### config.mk
export PLATFORM = sky130hd
export DESIGN_NAME = instr_mem_fetch
export DESIGN_NICKNAME = d
export VERILOG_FILES = /design/src/rtl/instr_mem_fetch.sv
export SDC_FILE = /design/constraint.sdc
export NUM_CORES = 2
export LEC_CHECK = 0
export CAP_MARGIN = 20
export CORE_MARGIN = 2
export CORE_UTILIZATION = 30
export CTS_CLUSTER_DIAMETER = 60
export DETAILED_ROUTE_END_ITERATION = 7
export MAX_ROUTING_LAYER = met4
export PLACE_DENSITY = 0.46
export SYNTH_ARGS = -nofsm -noshare
export SYNTH_HDL_FRONTEND = slang
export SYNTH_SLANG_ARGS = --single-unit
### constraint.sdc
create_clock -name clk -period 2.29 [get_ports clk]
set_input_delay 0.458 -clock clk [delete_from_list [all_inputs] [get_ports clk]]
set_output_delay 0.458 -clock clk [all_outputs]
set_load 0.01 [all_outputs]
### src/rtl/instr_mem_fetch.sv
// instr_mem_fetch
// Byte-addressed instruction memory with a registered, handshaked fetch
// port and a byte-wide load port. Each accepted request returns one
// WORD_BYTES-wide instruction word on the following cycle, assembled
// big- or little-endian and tagged with a misalignment flag.
//
// Ports:
//   clk            rising-edge clock
//   rst_n          asynchronous active-low reset (response register only)
//   ld_en/ld_addr/ld_data  byte write into storage
//   req_valid/req_ready/req_addr  fetch request handshake
//   flush          drop the held response and any same-cycle request
//   rsp_valid/rsp_ready  response handshake
//   rsp_instr      fetched word
//   rsp_misaligned low address bits of the request were nonzero
//   rsp_addr       request address echoed with the response
module instr_mem_fetch #(
  parameter int ADDR_W     = 8,
  parameter int WORD_BYTES = 4,
  parameter bit BIG_ENDIAN = 1'b1
) (
  input  logic                    clk,
  input  logic                    rst_n,
  input  logic                    ld_en,
  input  logic [ADDR_W-1:0]       ld_addr,
  input  logic [7:0]              ld_data,
  input  logic                    req_valid,
  output logic                    req_ready,
  input  logic [ADDR_W-1:0]       req_addr,
  input  logic                    flush,
  output logic                    rsp_valid,
  input  logic                    rsp_ready,
  output logic [8*WORD_BYTES-1:0] rsp_instr,
  output logic                    rsp_misaligned,
  output logic [ADDR_W-1:0]       rsp_addr
);

  localparam int DEPTH = 2 ** ADDR_W;
  localparam int WORD_W = 8 * WORD_BYTES;
  // Low address bits that must be zero for an aligned word; zero when WORD_BYTES=1.
  localparam logic [ADDR_W-1:0] ALIGN_MASK = ADDR_W'(WORD_BYTES - 1);

  typedef enum logic {
    ST_EMPTY = 1'b0,
    ST_FULL  = 1'b1
  } state_e;

  // Storage starts at zero and is deliberately untouched by rst_n.
  logic [7:0] mem_q [DEPTH] = '{default: 8'h00};

  state_e              state_q, state_d;
  logic [WORD_W-1:0]   instr_q, instr_d;
  logic                misal_q, misal_d;
  logic [ADDR_W-1:0]   addr_q, addr_d;

  logic                accept_s;
  logic [WORD_W-1:0]   word_s;
  logic [ADDR_W-1:0]   byte_addr_s;

  // Single response register, no skid buffer: ready whenever the slot drains.
  assign req_ready = (state_q == ST_EMPTY) || rsp_ready;
  assign accept_s  = req_valid && req_ready && !flush;

  assign rsp_valid      = (state_q == ST_FULL);
  assign rsp_instr      = instr_q;
  assign rsp_misaligned = misal_q;
  assign rsp_addr       = addr_q;

  // Byte store; loads are ignored while reset is asserted.
  always_ff @(posedge clk) begin
    if (ld_en && rst_n) begin
      mem_q[ld_addr] <= ld_data;
    end
  end

  // Assemble the addressed word from pre-write storage; addresses wrap.
  always_comb begin
    word_s      = '0;
    byte_addr_s = '0;
    for (int k = 0; k < WORD_BYTES; k++) begin
      byte_addr_s = req_addr + ADDR_W'(k);
      if (BIG_ENDIAN) begin
        word_s[8*(WORD_BYTES-1-k) +: 8] = mem_q[byte_addr_s];
      end else begin
        word_s[8*k +: 8] = mem_q[byte_addr_s];
      end
    end
  end

  // Next-state and response payload selection.
  always_comb begin
    state_d = state_q;
    instr_d = instr_q;
    misal_d = misal_q;
    addr_d  = addr_q;
    case (state_q)
      ST_EMPTY: begin
        if (accept_s) begin
          state_d = ST_FULL;
        end else begin
          state_d = ST_EMPTY;
        end
      end
      ST_FULL: begin
        // Flush wins over both drain and a same-cycle accept.
        if (flush) begin
          state_d = ST_EMPTY;
        end else if (accept_s) begin
          state_d = ST_FULL;
        end else if (rsp_ready) begin
          state_d = ST_EMPTY;
        end else begin
          state_d = ST_FULL;
        end
      end
      default: begin
        state_d = ST_EMPTY;
      end
    endcase
    if (accept_s) begin
      instr_d = word_s;
      misal_d = |(req_addr & ALIGN_MASK);
      addr_d  = req_addr;
    end else begin
      instr_d = instr_q;
      misal_d = misal_q;
      addr_d  = addr_q;
    end
  end

  // Response register with asynchronous clear.
  always_ff @(posedge clk or negedge rst_n) begin
    if (!rst_n) begin
      state_q <= ST_EMPTY;
      instr_q <= '0;
      misal_q <= 1'b0;
      addr_q  <= '0;
    end else begin
      state_q <= state_d;
      instr_q <= instr_d;
      misal_q <= misal_d;
      addr_q  <= addr_d;
    end
  end

endmodule

* Word-level counts from Yosys, hierarchy flattened *
Memory sizes are Yosys's and may differ from the RTL's. A register that Yosys moved wholly into a read port is not among the register bits.
Index checks and enable logic that the tools add are counted.

storage, ports and cells
  flip-flop bits (word level) = 10
  RAM bits = 2048
  input bits = 30
  output and inout port bits = 43
  memories = 1

cells by class
  add/subtract/negate cells = 3
  multiplexer cells = 7
  bitwise gates (word level) = 1
  reduce and logical (&&, ||, !) cells = 10

memory list
  name   depth  bits a word  rd ports  clocked after memory_dff  write ports  line  source
  mem_q  256    8            4         4                         1            49    logic [7:0] mem_q [DEPTH] = '{default: 8'h00};

operators with widths
  kind                                                            count
  8-bit by 2-bit adder with 8-bit output (second input constant)  2
  8-bit by 1-bit adder with 8-bit output (second input constant)  1
  1-bit two-way mux                                               6
  1-bit logical NOT                                               5
  1-bit logical AND                                               3
  1-bit one-hot mux with 2 select lines                           1
  2-bit OR reduction                                              1
  1-bit logical OR                                                1
  1-bit inverter                                                  1

* Logic depth before layout (Yosys ltp) *
  depth after elaboration = 7
  gate-level depth with buffers = 21
  depth with buffers taken out = 9

* Worst setup path before layout *
No wires, ideal clock.

  path kind = input to register
  from = in req_addr[1]
  to = reg instr_q[23], in the netlist rsp_instr[23] (read register of mem_q)
  library setup time = 0.125 ns
  arrival = 4.009 ns
  required time = 2.165 ns
  setup slack = -1.844 ns
  stages on the path = 19
  buffers on the path = 11
  path through = buf_4 buf_6 buf_6 buf_6 buf_6 buf_6 buf_4 inv_1 ha_1 buf_2 buf_2 clkbuf_1 clkbuf_1 mux4_2 mux4_2 nand2_1 nand3_1 nand3_1 nand3_1

on the way
  longest elaborated chain between the ends = 1

ends and longest elaborated chain
  element                                 line  source
  from (decl)                             29    input logic [ADDR_W-1:0] req_addr,
  8-bit by 1-bit adder with 8-bit output  81    byte_addr_s = req_addr + ADDR_W'(k);
  to (decl)                               52    logic [WORD_W-1:0] instr_q, instr_d;

No other way between the ends.
A chain may end at the register's enable or synchronous reset.

* Worst setup path after layout *
  from = in req_addr[2]
  to = reg instr_q[0], in the netlist rsp_instr[0] (read register of mem_q)

on the way
  longest elaborated chain between the ends = 1

ends and longest elaborated chain
  element                                 line
  8-bit by 2-bit adder with 8-bit output  81

No other way between the ends.

==> run_results.csv <==
group,metric,value,unit
synth,synth_common_cells,"mux4_2 (2236), edfxtp_1 (2048), mux2i_1 (499)",
synth,muxShareOfSynthArea,42.4,%
power,power.density,629,mW/mm²
synth,synth_simple_gate_area_share,2.98,%
sta,holdWs,0.0591,ns
detailed_routing,ant_nets,0,
clock_network,cts_tree,"yes",
cells_and_area,utilization,40.1,%
clock_network,cts_buffer_depth,4,
synth,synth_ff_type,"edfxtp_1",
clock_network,numClockSinks,2090,
detailed_routing,vias_per_cell,6.18,
synth,yosysTopAreaCellShare,46.9,%
synth,yosys.area_share.adder,0.0381,%
grt,grt_pass1_vias,93900,
sta,max-slew-margin-rel,25.8,%
synth,yosys.area.top_type,"edfxtp_1",
worst_setup_path,crit_path_start,"req_addr[2]",
sta,setup_viol_count_final,32,
sta,tightest_slew,1.11,ns
detailed_routing,wl_per_cell,37.8,µm
floorplan,ioPinCount,73,
synth,synth_edf_count,2048,
floorplan,die-area,0.443,mm²
cells_and_area,syn2layout_area_growth,32.9,%
place,gp_congestion,0.997,
sta,drv_slew,0,
floorplan,rows,242,
clock_network,htree_levels,5,
clock_network,clk_latency,0.97,ns
synth,syn_nets,7227,
sta,post-route-period-util,126,%
worst_setup_path,reg2regPathDepth,7,
power,p_comb_share,21.1,%
sta,setup_ws,-0.596,ns
sta,finalClockSkew,0.0693,ns
synth,synth_xor_area_share,0.138,%
power,switching_share,28.9,%
synth,synth_area,0.131,mm²
detailed_routing,drt_iter0_markers,13200,
sta,fin_crit,2.89,ns
clock_network,cts.clk_slew.worst_paths,0.06,ns
power,p_clk_share,39.8,%
synth,ys_seq_area_share,47.7,%
place,dp.cells,14800,
sta,hold_viol_final,0,
grt,antenna_found_initial,31,
floorplan,start_util,30.2,%
synth,syn_area_per_cell,18.2,µm²
floorplan,die_x,665,µm
synth,synthCells,7193,
worst_setup_path,crit_required,3.13,ns
grt,overflow,0,
grt,grt_usage,26.7,%
worst_setup_path,path_max_fanout,25,
power,internal-power,78.0,mW
cells_and_area,layout-drive-gt1-share,59.5,%
power,p_leak,60.1,nW
cells_and_area,fin_nets,9585,
detailed_routing,dr_total_vias,96000,
grt,grt_max_degree,94,
worst_setup_path,r2r_slack,-0.49,ns
synth,synth.distinct_cells,67,
floorplan,core_area,0.435,mm²
power,ir_worst_vdd,557,µV
cells_and_area,layout.cells.non_filler,15500,
synth,synth-compound-area-share,3.60,%
outcome,status,"complete, but fails checks",
place,dp_hpwl,421,mm
synth,ys_warn_count,0,
synth,async_flop_share,2.01,%
clock_network,cts_inserted_buffers,275,
outcome,violations,"setup timing",
synth,ys_seq_elements,2090,
worst_setup_path,crit_arrival,3.73,ns
job,cap_viol_max_count,0,
clock_network,root_buffer,"clkbuf_16",
detailed_routing,firstDrtPassIters,6,
detailed_routing,routed_wl,588,mm
floorplan,fp.dieH,665,µm
synth,synth_most_common_cell,"mux4_2",
worst_setup_path,r2r-start,"mem_q[48][0]",
place,io_buffers,72,
worst_setup_path,rr_endpoint,"rsp_instr[0]",
worst_setup_path,worstSetupPathType,"input port to flip-flop",
power,p_seq_share,39.1,%
grt,grt_pass1_wl,794,mm
place,dpl_cell_area,0.161,mm²
cells_and_area,fin_area,0.174,mm²
worst_setup_path,crit_path_end,"rsp_instr[0]",
hold_path,hp-class,"input port to flip-flop",
worst_setup_path,startpoint_type,"input port",
power,finalPower,110,mW
sta,grt_setup_unrepaired,"yes",
detailed_routing,drc,0,
synth,synth_top_family_by_area,"multiplexers",
power,power_switching,31.8,mW
worst_setup_path,cp-end-kind,"flip-flop",
sta,max_freq,0.346,GHz
synth,synth_area_leaders,"edfxtp_1 (47%), mux4_2 (38%), mux2i_1 (3.8%)",
[power by group through the flow]
stage / clock network [mW] / registers, mW / logic (mW)
after floorplan: 0 / 43.2 / 10.9
after global placement: 0 / 43.6 / 21.0
after detailed placement: 0 / 43.6 / 21.1
after CTS: 44.4 / 42.9 / 22.3
after global routing: 45.9 / 42.8 / 23.6
final: 43.7 / 42.9 / 23.1
[worst max-delay path: stages]
cell and delay, ns:
buf_8 0.09, buf_6 0.17, buf_6 0.28, nand3b_1 0.20
xnor2_2 0.22, buf_4 0.52, nand3_1 0.35, o311ai_1 0.22
buf_4 0.25, nand4_1 0.58, nand3_1 0.31
[flip-flops by register name, summed over array words and instances, names as in the netlist]
name	cells
rsp_addr	8
rsp_misaligned	1
rsp_valid	1
mem_q	2048
rsp_instr	32
[metal layers]
| layer | GRT usage, % | wire, µm |
|---|---|---|
| met2 | 40.3 | 270000 |
| met1 | 34.0 | 225000 |
| met3 | 6.04 | 57800 |
| met4 | 12.9 | 34600 |
| met5 | - | 0 |
[stage by stage]
| stage | setup WS [ns] | TNS [ns] |
|---|---|---|
| 2_1_floorplan | -1.19 | -31.74 |
| 3_3_place_gp | -2.17 | -520.88 |
| 3_5_place_dp | -2.13 | -565.86 |
| 4_1_cts | -0.431 | -7.71 |
| 5_1_grt | -0.484 | -9.30 |
| 6_report | -0.596 | -9.13 |
[what timing repair did]
| action | CTS | global route |
|---|---|---|
| hold endpoints to repair | 71 | 0 |
| resized for setup | 444 | 157 |
| setup buffers | 78 | 74 |
| setup endpoints to repair | 75 | 34 |
| hold buffers | 5 | 0 |
| pin swaps | 80 | 61 |
| gates cloned | 18 | 6 |
[worst min-delay path by stage]
stage,startpoint,endpoint,slack [ns],cells after the start
after floorplan,rst_n,rsp_addr[0],0.16,0
after global placement,rsp_misaligned,rsp_misaligned,0.47,2
after detailed placement,rsp_addr[4],rsp_addr[4],0.48,2
after CTS,ld_data[6],mem_q[62][6],0.03,1
after global routing,ld_data[6],mem_q[60][6],0.05,1
final,ld_data[6],mem_q[62][6],0.06,1
[final cells by class]
class | count | area, µm²
inverters | 58 | 241
clock buffers | 323 | 7240
fillers | 39000 | 261000
repair buffers | 2825 | 28800
well taps | 5734 | 7170
flip-flops and latches | 2090 | 62600
multi-input cells | 4301 | 66600
diodes | 32 | 80.1
clock inverters | 172 | 1710
[cell usage in the layout, fill, tap and decap left out, types with 21 or more instances in the layout]
master	count
mux4_2	2236
buf_4	2136
edfxtp_1	2048
buf_12	484
mux2i_1	480
clkbuf_16	287
nor2_1	284
nand2_1	216
a22oi_1	109
a21oi_1	95
nand3_1	88
nor2b_1	87
buf_6	71
a211oi_1	54
nand3_2	48
clkinv_1	42
inv_1	39
clkbuf_1	38
buf_16	37
a211oi_2	36
clkinv_2	35
dfrtp_2	34
o21ai_0	33
diode_2	32
a221oi_1	32
o221ai_1	30
inv_6	28
dlygate4sd2_1	28
nor2_2	26
a22o_1	23
bufinv_16	22
nand4_1	21
clkinvlp_4	21
[logic make-up (layout without fill, tap and decap cells)]
family / count (synthesis) / after routing
multiplexers: 2758 / 2758
buffers and inverters: 802 / 3378
AO/OA/AOI/OAI: 650 / 650
adder cells (fa/ha/maj): 4 / 4
XOR/XNOR: 19 / 19
AND/OR/NAND/NOR: 870 / 870
flip-flops: 2090 / 2090
other: 0 / 32
Note: power is estimated with default switching activity, not from simulation.
